### config.mk
export PLATFORM = sky130hd
export DESIGN_NAME = uart_tx_drain
export DESIGN_NICKNAME = d
export VERILOG_FILES = /design/src/rtl/uart_pkg.sv /design/src/rtl/uart_baud_gen.sv /design/src/rtl/uart_tx_drain.sv
export SDC_FILE = /design/constraint.sdc
export NUM_CORES = 1
export LEC_CHECK = 0
export BUFFER_PORTS_ARGS = -buffer_cell sky130_fd_sc_hd__buf_2
export CORE_MARGIN = 2
export CORE_UTILIZATION = 41
export CTS_CLUSTER_DIAMETER = 150
export DETAILED_ROUTE_END_ITERATION = 6
export SYNTH_ARGS = -nofsm -noshare
export SYNTH_HDL_FRONTEND = slang
export SYNTH_SLANG_ARGS = --single-unit
### constraint.sdc
create_clock -name clk -period 1.65 [get_ports clk]
set_input_delay 0.165 -clock clk [delete_from_list [all_inputs] [get_ports clk]]
set_output_delay 0.165 -clock clk [all_outputs]
set_load 0.005 [all_outputs]
### src/rtl/uart_pkg.sv
// Shared UART definitions: serializer/deserializer state encoding and default baud divisor.
// Used by uart_tx_drain today and by the receive-side fill block later.
package uart_pkg;

    typedef enum logic [2:0] {
        IDLE  = 3'd0,
        FETCH = 3'd1,
        START = 3'd2,
        DATA  = 3'd3,
        STOP  = 3'd4
    } uart_state_e;

    // 50 MHz system clock / 115200 baud
    localparam int UART_CLKS_PER_BIT = 434;
    localparam int UART_DATA_BITS    = 8;

endpackage

### src/rtl/uart_baud_gen.sv
// Bit-period counter: counts 0..CLKS_PER_BIT-1 while enabled and flags the last cycle of each bit.
// clear holds the count at zero so a new frame always starts on a full bit period.
module uart_baud_gen
    import uart_pkg::*;
#(
    parameter int CLKS_PER_BIT = UART_CLKS_PER_BIT
) (
    input  logic clk,
    input  logic rst,
    input  logic clear,
    output logic tick
);

    localparam int              CW   = $clog2(CLKS_PER_BIT);
    localparam logic [CW-1:0]   LAST = CW'(CLKS_PER_BIT - 1);

    logic [CW-1:0] cnt_q, cnt_d;

    always_comb begin
        cnt_d = cnt_q;
        if (clear || cnt_q == LAST) cnt_d = '0;
        else                        cnt_d = cnt_q + 1'b1;
    end

    always_ff @(posedge clk or posedge rst) begin
        if (rst) cnt_q <= '0;
        else     cnt_q <= cnt_d;
    end

    assign tick = ~clear & (cnt_q == LAST);

endmodule

### src/rtl/uart_tx_drain.sv
// Drains an external normal-mode TX FIFO one byte at a time and serializes it as 8N1, LSB first.
// txd is a flop so the line never glitches between states.
module uart_tx_drain
    import uart_pkg::*;
#(
    parameter int CLKS_PER_BIT = UART_CLKS_PER_BIT
) (
    input  logic       clk,
    input  logic       rst,
    input  logic       empty,
    input  logic [7:0] fifo_q,
    output logic       rdreq,
    output logic       txd,
    output logic       busy
);

    uart_state_e state_q;
    logic [7:0]  shift_q;
    logic [2:0]  bit_q;
    logic        txd_q;
    logic        baud_clr;
    logic        tick;

    // Counter held at zero until START so the start bit gets a full period.
    assign baud_clr = (state_q == IDLE) || (state_q == FETCH);

    uart_baud_gen #(
        .CLKS_PER_BIT (CLKS_PER_BIT)
    ) u_baud (
        .clk   (clk),
        .rst   (rst),
        .clear (baud_clr),
        .tick  (tick)
    );

    always_ff @(posedge clk or posedge rst) begin
        if (rst) begin
            state_q <= IDLE;
            shift_q <= '0;
            bit_q   <= '0;
            txd_q   <= 1'b1;
        end else begin
            case (state_q)
                IDLE: begin
                    txd_q <= 1'b1;
                    if (!empty) state_q <= FETCH;
                end
                // fifo_q is valid now, one cycle after the IDLE read request
                FETCH: begin
                    shift_q <= fifo_q;
                    bit_q   <= '0;
                    txd_q   <= 1'b0;
                    state_q <= START;
                end
                START: begin
                    if (tick) begin
                        txd_q   <= shift_q[0];
                        state_q <= DATA;
                    end
                end
                DATA: begin
                    if (tick) begin
                        if (bit_q == 3'd7) begin
                            txd_q   <= 1'b1;
                            state_q <= STOP;
                        end else begin
                            shift_q <= {1'b0, shift_q[7:1]};
                            txd_q   <= shift_q[1];
                            bit_q   <= bit_q + 3'd1;
                        end
                    end
                end
                STOP: begin
                    if (tick) state_q <= IDLE;
                end
                default: begin
                    txd_q   <= 1'b1;
                    state_q <= IDLE;
                end
            endcase
        end
    end

    // Gated by rst so no byte is popped while the block is held in reset.
    assign rdreq = (state_q == IDLE) & ~empty & ~rst;
    assign busy  = (state_q != IDLE);
    assign txd   = txd_q;

endmodule

==> flow_metrics.py <==
metrics = {
    "power": {
        "sw_frac_of_total_pct": 31.8,
        "p_per_area_nw_per_um2": 1050,
        "pwr-share-clk_pct": 19.5,
        "leakage_nw": 0.732,
        "combPwrFrac_pct": 32.3,
        "seq_power_share_pct": 48.2,
        "cellInternalPower_mw": 1.12,
        "vdd_drop_max_uv": 588,
        "netSwitchingPower_uw": 522,
    },
    "synth": {
        "async_flop_share_pct": 100,
        "synthFlopType": "dfrtp_1",
        "synth-edff-count": 0,
        "ys_ff_latch": 24,
        "synth_fp_nets": 145,
        "syn_avg_cell_area_um2": 9.85,
        "syn_area_um2": 1280,
        "ys_types": 38,
        "synthCells": 130,
        "seq_area_frac_synth_pct": 47.0,
        "yosys_warnings": 0,
    },
    "global_route": {
        "grt_pass1_vias": 972,
        "grt_max_degree": 21,
        "grt_overflow": 0,
        "globalRouteTotalUtil_pct": 15.8,
        "grt_first_pass_wirelength_um": 4260,
        "grt_antenna_before_repair": 0,
    },
    "sta": {
        "layout_min_cycle_time_ns": 1.62,
        "fmax_mhz": 617,
        "drv_slew": 0,
        "fin_crit_sh_pct": 98.2,
        "grt_setup_unrepaired": "true",
        "tns_ns": 0,
        "worstMarginPinSlew_ns": 0.267,
        "setup_viol": 0,
        "relSlewSlack_pct": 82.2,
        "fin_skew_ns": 0.00997,
        "finalHoldViolCount": 0,
    },
    "die": {
        "pin_count": 14,
        "initial_core_util_pct": 42.6,
        "die_w_um": 59.9,
        "core-area_um2": 3000,
        "dieArea_um2": 3590,
        "rows": 20,
        "die_y_um": 59.9,
    },
    "run_status": {
        "status": "finished clean",
    },
    "cells_and_area": {
        "drive_above_1_share_pct": 30.4,
        "final_common_cell": "dfrtp_1",
        "diodes": 0,
        "final_cells": 191,
        "syn_to_final_growth_pct": 22.3,
        "nNetsFinal": 174,
        "final_cell_mix": "dfrtp_1 (21), nor2_1 (16), buf_4 (16)",
    },
    "setup_path": {
        "cp.required_ns": 1.89,
        "crit_fanout": 9,
        "arrival_ns": 1.86,
        "crit_type": "reg -> reg",
        "setup.worst_path.end_class": "flip-flop",
        "start_kind": "flip-flop",
    },
    "clocking": {
        "h-tree-depth": 1,
        "tritoncts": "yes",
        "clk_pin_slew_ns": 0.14,
        "clock-sinks": 24,
        "cts_buffers": 3,
        "insertion_delay_ns": 0.32,
        "clock-root-buffer": "clkbuf_4",
        "clk_path_buf_depth": 2,
    },
    "placement": {
        "io_buffers": 13,
        "dp_hpwl_um": 1900,
        "place_inst": 181,
        "place_congestion": 0.721,
    },
    "routing": {
        "routedWlPerCell_um": 13.3,
        "antenna_left": 0,
        "via_per_inst": 5.28,
        "vias": 1008,
        "first_pass_iters": 4,
        "drt_iter0_drc": 34,
        "drc": 0,
        "wl_um": 2540,
    },
    "run": {
        "drv_cap": 0,
    },
    "hold_path": {
        "hold_path_class": "in -> reg",
    },
}
cell type report:
class | count | area, µm²
Inverter | 12 | 45.0
Sequential cell | 24 | 604
Fill cell | 285 | 1440
Clock buffer | 4 | 36.3
Timing Repair Buffer | 30 | 195
Tap cell | 33 | 41.3
Multi-Input combinational cell | 88 | 643
what timing repair did:
| item | 4_1_cts | 5_1_grt |
|---|---|---|
| setup buffers | 0 | 5 |
| endpoints found under the hold margin | 4 | 0 |
| resized for setup | 2 | 6 |
| pin swaps | 1 | 1 |
| setup endpoints to repair | 5 | 21 |
| hold buffers | 1 | 0 |
layer usage:
layer | global-route usage, % | vias to the layer above | part of all wire (%)
li1 | - | 520 | -
met1 | 22.4 | 472 | 49
met2 | 24.2 | 12 | 47
met3 | 1.95 | 4 | 2.1
met4 | 6.67 | 0 | 1.1
met5 | 0 | - | 0
worst max-delay path, cell delays in order (launching register included):
cell and delay (ns):
dfrtp_1 0.42, ha_1 0.21, ha_1 0.24, nand3b_4 0.22, and3_1 0.22, a311oi_2 0.24
final timing paths:
check	from	slack [ns]	cells after the start	endpoint
max	bit_q[0]	0.03	5	shift_q[5]
min reg2reg	txd	0.48	2	txd
max in group asynchronous	rst	0.89	4	u_baud.cnt_q[5]
max reg2reg	bit_q[0]	0.03	5	shift_q[5]
min	fifo_q[7]	0.06	3	shift_q[7]
min in group asynchronous	rst	0.27	3	state_q[1]
flip-flops by register name, summed over array words and instances, names as in the netlist:
signal,count
u_baud.cnt_q,9
shift_q,8
bit_q,3
state_q,3
txd,1
kinds of logic after synthesis:
kind of cell               after synthesis  synth area share [%]
AOI/OAI and AO/OA                       27                  16.0
muxes                                    1                 0.782
adders and majority gates                4                  3.91
buffers and inverters                   18                  5.47
and+or+nand+nor                         49                  22.0
xor gates and xnor gates                 7                  4.79
DFF                                     24                  47.0
stage by stage:
| step | total power, mW | utilization [%] | hold WS, ns | instance area (µm²) | setup WS [ns] |
|---|---|---|---|---|---|
| 2_1_floorplan | 1.12 | - | 0.179 | 1280 | 0.162 |
| 3_5_place_dp | 1.30 | 48.1 | 0.0697 | 1440 | -0.0455 |
| 6_report | 1.64 | 52.1 | 0.0597 | 1570 | 0.0293 |
| 5_1_grt | 1.74 | 52.1 | 0.0869 | 1570 | -0.0744 |
| 3_3_place_gp | 1.28 | 48.1 | 0.0685 | 1440 | 0.000797 |
| 4_1_cts | 1.62 | 49.8 | 0.0441 | 1500 | 0.000197 |
synthesized netlist by cell type, types with 4 or more instances:
cell type | count | area share, %
inv_1 | 12 | 3.5
nand2_1 | 4 | 1.2
nand2b_1 | 4 | 2.0
ha_1 | 4 | 3.9
xnor2_1 | 6 | 4.1
and3_1 | 5 | 2.4
nand3_1 | 5 | 2.0
a311oi_1 | 5 | 3.4
dfrtp_1 | 23 | 45
clkbuf_1 | 4 | 1.2
nor2_1 | 16 | 4.7
o22ai_1 | 8 | 3.9
power by group through the flow:
stage                     clock network (mW)  logic (mW)  registers [mW]
after global placement                     0       0.463           0.816
final                                  0.319       0.530           0.790
after CTS                              0.331       0.490           0.803
after detailed placement                   0       0.482           0.815
after global routing                   0.341       0.593           0.810
after floorplan                            0       0.320           0.804
Power figures use the tool's default switching activity.
